===== config.mk =====
export PLATFORM = sky130hd
export DESIGN_NAME = crc_framed_engine
export DESIGN_NICKNAME = d
export VERILOG_FILES = /design/src/rtl/crc_framed_pkg.sv /design/src/rtl/crc_framed_engine_bit_step.sv /design/src/rtl/crc_framed_engine.sv
export SDC_FILE = /design/constraint.sdc
export NUM_CORES = 1
export LEC_CHECK = 0
export CELL_PAD_IN_SITES_DETAIL_PLACEMENT = 2
export CELL_PAD_IN_SITES_GLOBAL_PLACEMENT = 2
export CORE_UTILIZATION = 38
export DETAILED_ROUTE_END_ITERATION = 10
export PLACE_DENSITY_LB_ADDON = 0.1
export SETUP_SLACK_MARGIN = 0.15
export SLEW_MARGIN = 10
export SYNTH_ARGS = -nofsm -noshare
export SYNTH_HDL_FRONTEND = slang
export SYNTH_SLANG_ARGS = --single-unit

===== constraint.sdc =====
create_clock -name clk -period 4.8 [get_ports clk]
set_input_delay 1.44 -clock clk [delete_from_list [all_inputs] [get_ports clk]]
set_output_delay 1.44 -clock clk [all_outputs]
set_load 0.05 [all_outputs]

===== src/rtl/crc_framed_pkg.sv =====
// crc_framed_pkg: shared FSM encoding, framing bit values and default CRC polynomials
// for the framed serial CRC engine.
package crc_framed_pkg;
    typedef enum logic [1:0] {DATA, CRC, DONE} state_t;
    localparam logic [15:0] CRC16_POLY = 16'h8005;
    localparam logic [15:0] CRC16_INIT = 16'hFFFF;
    localparam logic [7:0]  CRC8_POLY  = 8'h07;
    localparam logic [7:0]  CRC8_INIT  = 8'h00;
    localparam logic START_BIT = 1'b0;
    localparam logic STOP_BIT  = 1'b1;
endpackage


===== src/rtl/crc_framed_engine_bit_step.sv =====
// crc_bit_step: one-bit Galois LFSR update, MSB-first, polynomial given without the top term.
module crc_bit_step #(
    parameter int CRC_W = 16,
    parameter logic [CRC_W-1:0] POLY = 16'h8005
) (
    input  logic [CRC_W-1:0] i_crc,
    input  logic             i_bit,
    output logic [CRC_W-1:0] o_crc
);
    logic w_fb;
    assign w_fb  = i_crc[CRC_W-1] ^ i_bit;
    assign o_crc = {i_crc[CRC_W-2:0], 1'b0} ^ ({CRC_W{w_fb}} & POLY);
endmodule


===== src/rtl/crc_framed_engine.sv =====
// crc_framed_engine: serial CRC generator/checker over framed symbols (start 0, payload
// MSB-first, stop 1); appends or verifies NSYM framed CRC symbols after the payload.
module crc_framed_engine
    import crc_framed_pkg::*;
#(
    parameter int CRC_W = 16,
    parameter logic [CRC_W-1:0] POLY = CRC16_POLY,
    parameter logic [CRC_W-1:0] INIT = CRC16_INIT,
    parameter int SYM_BITS = 10
) (
    input  logic             clk,
    input  logic             reset,
    input  logic             enable,
    input  logic             mode,
    input  logic             crc_phase,
    input  logic             data_in,
    output logic             data_out,
    output logic [CRC_W-1:0] crc_value,
    output logic             done,
    output logic             crc_err,
    output logic             frame_err
);
    localparam int DATA_BITS = SYM_BITS - 2;
    localparam int NSYM = CRC_W / DATA_BITS;
    localparam int CW = $clog2(SYM_BITS);
    localparam int SW = (NSYM > 1) ? $clog2(NSYM) : 1;
    localparam logic [CW-1:0] LAST = CW'(SYM_BITS - 1);
    localparam logic [SW-1:0] SYM_LAST = SW'(NSYM - 1);

    state_t r_st, w_st_nx;
    logic [CW-1:0] r_cnt;
    logic [SW-1:0] r_sym;
    logic [CRC_W-1:0] r_crc, r_crc_value, w_step;
    logic r_done, r_crc_err, r_frame_err;
    logic w_last, w_pay, w_sym_last, w_to_crc;

    assign w_last     = r_cnt == LAST;
    assign w_pay      = r_cnt != '0 && !w_last;
    assign w_sym_last = r_sym == SYM_LAST;
    assign w_to_crc   = r_st == DATA && w_last && crc_phase;

    crc_bit_step #(.CRC_W(CRC_W), .POLY(POLY)) u_step (
        .i_crc(r_crc),
        .i_bit(data_in),
        .o_crc(w_step)
    );

    always_comb begin
        w_st_nx = r_st;
        w_st_nx = w_to_crc ? CRC : (r_st == CRC && w_last && w_sym_last) ? DONE : r_st;
    end

    always_ff @(posedge clk or negedge reset) begin
        if (!reset) r_st <= DATA;
        else if (!enable) r_st <= DATA;
        else r_st <= w_st_nx;
    end

    always_ff @(posedge clk or negedge reset) begin
        if (!reset) begin
            r_cnt <= '0;
            r_sym <= '0;
            r_crc <= INIT;
            r_crc_value <= '0;
            r_done <= 1'b0;
            r_crc_err <= 1'b0;
            r_frame_err <= 1'b0;
        end else if (!enable) begin
            r_cnt <= '0;
            r_sym <= '0;
            r_crc <= INIT;
            r_crc_value <= '0;
            r_done <= 1'b0;
            r_crc_err <= 1'b0;
            r_frame_err <= 1'b0;
        end else begin
            r_cnt <= (r_st == DONE || w_last) ? '0 : r_cnt + 1'b1;
            if (w_to_crc) begin
                r_sym <= '0;
                r_crc_value <= r_crc;
            end
            if (r_st == CRC && w_last && !w_sym_last) r_sym <= r_sym + 1'b1;
            // After the payload the register is drained MSB-first as the CRC symbols.
            if (w_pay && r_st != DONE) r_crc <= (r_st == DATA) ? w_step : {r_crc[CRC_W-2:0], 1'b0};
            if (mode && r_st == CRC && w_pay && data_in != r_crc[CRC_W-1]) r_crc_err <= 1'b1;
            if (mode && r_st != DONE && ((r_cnt == '0 && data_in != START_BIT) || (w_last && data_in != STOP_BIT)))
                r_frame_err <= 1'b1;
            r_done <= r_st == CRC && w_last && w_sym_last;
        end
    end

    assign data_out  = (!mode && r_st == CRC) ? (r_cnt == '0 ? START_BIT : w_last ? STOP_BIT : r_crc[CRC_W-1]) : 1'b0;
    assign crc_value = r_crc_value;
    assign done      = r_done;
    assign crc_err   = r_crc_err;
    assign frame_err = r_frame_err;
endmodule

==> impl_metrics.tcl, run 1 <==
set metrics [dict create \
    outcome "complete, no violations" \
    crit_path_max_fanout 2 \
    place_ws_ps 872 \
    dr_total_vias 1591 \
    synth_adder_area_share 0.0184 \
    worstSetupPathType "primary input to primary output" \
    clock_latency_ps 290 \
    synth_mux_area_frac 0.0184 \
    post-route-drc-count 0 \
    finalNonFillerCells 287 \
    setup_viol 0 \
    synth-xor-area-share 0.0129 \
    p_leak_nw 0.962 \
    ys_types 40 \
    clockBufferDepth 2 \
    placed_area_um2 2300 \
    detail_route.vias_per_cell 5.54 \
    grt_max_degree 43 \
    worstPathArrival_ps 2460 \
    ys_ff_latch 42 \
    reg2regPathDepth 5 \
    syn_to_final_growth_pct 18.1 \
    setup_slack_ps 903 \
    hp-start "crc_err" \
    final_common_cell "dfrtp_1" \
    cts_buffers 5 \
    power_mw 0.799 \
    whs_ps 510 \
    dp_cells 279 \
    finClkSkew_ps 2.01 \
    synth-simple-area-share 0.120 \
    slew_viol_final 0 \
    internal_power_mw 0.589 \
    grt_pass1_wl_um 9020 \
    synth.cell_area_um2 2040 \
    tightestPinTransition_ps 921 \
    cts-resized-gates 0 \
    die_w_um 75.3 \
    drt-initial-drc-count 50 \
    drive_gt1_frac 0.138 \
    nets 225 \
    start_kind "primary input" \
    fin_area_um2 2410 \
    crit_path_end_kind "primary output" \
    pwr-share-clk 0.344 \
    htreeDepth 2 \
    antenna_found_initial 0 \
    initial_core_util 0.397 \
    post_drt_wl_per_cell_um 19.3 \
    core-area_um2 5140 \
    synth_top_family_by_area "compound AO/OA/AOI/OAI gates" \
    io-pin-count 26 \
    sw_frac_of_total 0.262 \
    grt.total_usage 0.222 \
    grt_setup_unrepaired "false" \
    cts_tree "done" \
    drt-total-wl_um 5540 \
    ir_drop_mv 0.139 \
    cellPowerDensity_nw_per_um2 331 \
    post_cts_buffers 0 \
    clkSlewWorstSetupHoldPaths_ps 80 \
    synthesis.instances 199 \
    first_global_vias 1701 \
    comb_power_share 0.140 \
    startpoint "mode" \
    synth_nets 208 \
    die_h_um 75.3 \
    fin_tns_setup_ps 0 \
    ys_seq_area_frac 0.525 \
    hold_class "flop to flop" \
    rows 26 \
    ys_warn_count 0 \
    n_antenna_cell 0 \
    antenna_left 0 \
    regToRegSetupSlack_ps 2680 \
    postCtsHoldBufs 0 \
    hold_depth 1 \
    p_sw_mw 0.209 \
    slew_headroom 0.386 \
    r2r-start "r_cnt[1]" \
    post-route-min-period_ps 3900 \
    r2r-end "r_st[0]" \
    mostFrequentLayoutCells "dfrtp_1, clkdlybuf4s50_1, nand3_1, a21oi_1" \
    cts_sinks 42 \
    clock-root-buffer "clkbuf_8" \
    crit_required_ps 3360 \
    dieArea_um2 5670 \
    place_congestion 0.770 \
    post-route-period-util 0.812 \
    maxCapViolCount 0 \
    dr.pass1.iters 4 \
    fmax_ghz 0.257 \
    min_to "crc_err" \
    grt_overflow 0 \
    post-route-util 0.469 \
    hpwl_um 3830 \
    synth.avg_cell_area_um2 10.3 \
    io_buffers 25 \
    synth_compound_area_frac 0.243 \
    final.fill_count 565 \
    power_frac_seq 0.516 \
    hold_violations 0 \
]
-- worst max-delay path, stage by stage --
cell and delay [ps]:
clkdlybuf4s50_1 420, nor4_1 330, buf_4 260
-- worst max path at each step --
stage	to
after detailed placement	data_out
after global placement	data_out
final	data_out
after floorplan	data_out
after CTS	data_out
after global routing	data_out
-- routing by layer --
metal	global-route usage	routed length (um)	up-vias
met5	0	0	-
met4	0.0679	45	0
met3	0.0397	146	4
met2	0.363	2770	24
met1	0.301	2590	802
li1	-	-	761
-- state kept, by name (all words and copies together), names as in the netlist --
| name | flops |
|---|---|
| frame_err | 1 |
| r_crc | 16 |
| r_cnt | 4 |
| r_st | 2 |
| crc_err | 1 |
| done | 1 |
| r_sym | 1 |
| crc_value | 16 |
-- logic make-up (layout without fill, tap and decap cells) --
| kind of cell | after synthesis | after routing |
|---|---|---|
| adders and majority gates | 3 | 3 |
| muxes | 2 | 2 |
| buffers and inverters | 30 | 48 |
| DFF | 42 | 42 |
| xor gates and xnor gates | 3 | 3 |
| AOI/OAI and AO/OA | 76 | 76 |
| and+or+nand+nor | 43 | 43 |
-- power groups by stage --
stage                     logic, mW  registers (mW)  clock network [mW]
after global placement        0.107           0.417                   0
after CTS                     0.115           0.412               0.280
final                         0.112           0.412               0.274
after floorplan              0.0781           0.412                   0
after global routing          0.124           0.416               0.290
after detailed placement      0.114           0.418                   0
-- Yosys cell counts --
cell | count | share of area
a2111oi_0 | 3 | 0.013
a211o_1 | 7 | 0.030
a211oi_1 | 7 | 0.026
a21oi_1 | 18 | 0.044
a21oi_2 | 1 | 0.0043
a31oi_1 | 1 | 0.0031
a32oi_1 | 2 | 0.0086
and3b_1 | 1 | 0.0043
buf_2 | 5 | 0.012
buf_6 | 1 | 0.0055
clkbuf_1 | 9 | 0.017
clkbuf_2 | 1 | 0.0024
clkinv_1 | 1 | 0.0018
dfrtp_1 | 26 | 0.32
dfstp_2 | 16 | 0.21
ha_1 | 3 | 0.018
inv_1 | 13 | 0.024
mux2_4 | 1 | 0.0074
mux2i_4 | 1 | 0.011
nand2_1 | 1 | 0.0018
nand2b_1 | 2 | 0.0061
nand3_1 | 18 | 0.044
nand3b_1 | 3 | 0.011
nor2_1 | 8 | 0.015
nor2b_1 | 1 | 0.0031
nor3_1 | 1 | 0.0024
nor3b_1 | 1 | 0.0037
nor3b_4 | 1 | 0.0092
nor4_1 | 2 | 0.0061
o211ai_1 | 14 | 0.051
o21a_1 | 3 | 0.011
o21ai_0 | 16 | 0.039
o21ai_1 | 2 | 0.0049
o21ai_2 | 1 | 0.0043
o31ai_1 | 1 | 0.0037
or2_1 | 1 | 0.0031
or3_1 | 2 | 0.0061
or3b_1 | 1 | 0.0043
xnor2_1 | 2 | 0.0086
xor2_1 | 1 | 0.0043
-- final cells by class --
class | count | area [um^2] | share of cell area
inverters | 14 | 52.6 | 0.0218
flip-flops and latches | 42 | 1070 | 0.444
repair buffers | 26 | 250 | 0.104
multi-input cells | 127 | 843 | 0.350
clock buffers | 7 | 76.3 | 0.0317
well taps | 70 | 87.6 | 0.0363
clock inverters | 1 | 30.0 | 0.0125
Power figures use the tool's default switching activity.
==> inputs of run 2 (changes only) <==
CORE_UTILIZATION = 31   (was 38)
clock period = 3.2 ns   (was 4.8 ns; I/O delays follow)
==> impl_metrics.tcl, run 2 (same netlist as run 1, synthesis figures left out) <==
set metrics [dict create \
    cts-resized-gates 0 \
    startpoint "mode" \
    slew_viol_final 0 \
    hold_class "flop to flop" \
    final_common_cell "dfrtp_1" \
    reg2regPathDepth 4 \
    postCtsHoldBufs 0 \
    place_ws_ps 266 \
    setup_viol 0 \
    grt.total_usage 0.188 \
    post-route-drc-count 0 \
    crit_required_ps 2240 \
    slew_headroom 0.364 \
    n_antenna_cell 0 \
    regToRegSetupSlack_ps 1250 \
    layout.area.seq_um2 1070 \
    io-pin-count 26 \
    p_leak_nw 0.994 \
    fin_tns_setup_ps 0 \
    cts_sinks 42 \
    worstPathArrival_ps 1970 \
    outcome "complete, no violations" \
    grt_overflow 0 \
    clock-root-buffer "clkbuf_8" \
    final.fill_count 666 \
    core-area_um2 6350 \
    tightestPinTransition_ps 955 \
    multi_input_area_um2 850 \
    max_stage_delay_ps 440 \
    crit_chain "clkdlybuf4s50_1, nor4_2, buf_12" \
    crit_end "data_out" \
    io_buffers 25 \
    htreeDepth 2 \
    cpLargestDelayFamily "buffers and inverters" \
    fmax_ghz 0.342 \
    crit_path_max_fanout 2 \
    detail_route.vias_per_cell 5.59 \
    hpwl_um 3900 \
    drive_gt1_frac 0.171 \
    r2r-start "r_cnt[1]" \
    critical_path_buf_inv_count 2 \
    drt-total-wl_um 5780 \
    start_kind "primary input" \
    syn_to_final_growth_pct 21.4 \
    grt_max_degree 43 \
    finClkSkew_ps 5.61 \
    antenna_left 0 \
    die_h_um 83.2 \
    cts_buffers 5 \
    antenna_found_initial 0 \
    hold_violations 0 \
    post-route-min-period_ps 2930 \
    setup_slack_ps 274 \
    clkSlewWorstSetupHoldPaths_ps 80 \
    post_cts_buffers 0 \
    dr_total_vias 1671 \
    maxCapViolCount 0 \
    die_w_um 83.2 \
    r2r-end "done" \
    crit_path_end_kind "primary output" \
    grt_pass1_wl_um 10200 \
    cts_tree "done" \
    first_global_vias 1891 \
    drt-initial-drc-count 63 \
    place_congestion 0.770 \
    crit_slowest_cell "clkdlybuf4s50_1" \
    worstSetupPathType "primary input to primary output" \
    post_drt_wl_per_cell_um 19.3 \
    mostFrequentLayoutCells "dfrtp_1, clkdlybuf4s50_1, nand3_1, a21oi_1" \
    rows 29 \
    post-route-period-util 0.914 \
    dr.pass1.iters 4 \
    cellPowerDensity_nw_per_um2 492 \
    clock_latency_ps 310 \
    crit_cells 3 \
    grt_setup_unrepaired "false" \
    dieArea_um2 6920 \
    initial_core_util 0.322 \
    clockBufferDepth 2 \
    ir_drop_mv 0.173 \
    power_mw 1.22 \
    nets 230 \
]
-- run 2: changes by cell type in the layout (fill, tap and decap cells not counted), sizes merged --
cell | before | now
buf | 3 | 8
clkinv | 1 | 3
clkbuf | 7 | 5
-- run 2: layout make-up --
cell class,count,share of cell area
Sequential cell,42,0.432
Multi-Input combinational cell,127,0.343
Timing Repair Buffer,31,0.121
Tap cell,77,0.0389
Clock buffer,5,0.0278
Inverter,14,0.0212
Clock inverter,3,0.0162
-- run 2: per-stage QoR --
| stage | hold WS, ps | instances | instance area (um^2) | util |
|---|---|---|---|---|
| 2_1_floorplan | 477 | 199 | 2050 | - |
| 3_3_place_gp | 481 | 291 | 2370 | 0.373 |
| 3_5_place_dp | 483 | 291 | 2370 | 0.373 |
| 4_1_cts | 506 | 299 | 2480 | 0.390 |
| 5_1_grt | 546 | 299 | 2480 | 0.390 |
| 6_report | 496 | 299 | 2480 | 0.390 |
-- run 2: worst min-delay path by stage --
stage,start,endpoint,slack [ps],cells after the start
floorplan,r_cnt[0],r_cnt[0],480,1
global placement,crc_err,crc_err,480,1
detailed placement,crc_err,crc_err,480,1
CTS,crc_err,crc_err,510,1
global route,frame_err,frame_err,550,1
finish,crc_err,crc_err,500,1
-- run 2: power by group --
group / total, mW / internal, mW / switching (mW)
clock network: 0.426 / 0.230 / 0.196
logic: 0.178 / 0.0683 / 0.109
registers: 0.616 / 0.586 / 0.0308
-- run 2: metal layers --
layer / track usage / share of wire / up-vias
li1: - / - / 769
met2: 0.310 / 0.48 / 29
met4: 0.0517 / 0.012 / 0
met5: 0 / 0 / -
met1: 0.254 / 0.47 / 867
met3: 0.0328 / 0.030 / 6
-- run 2: worst reg2reg max path, cell delays in order (launching register included) --
cell and delay, ps:
dfrtp_1 410, inv_1 90, ha_1 270, nand3b_1 370
nor4_1 640
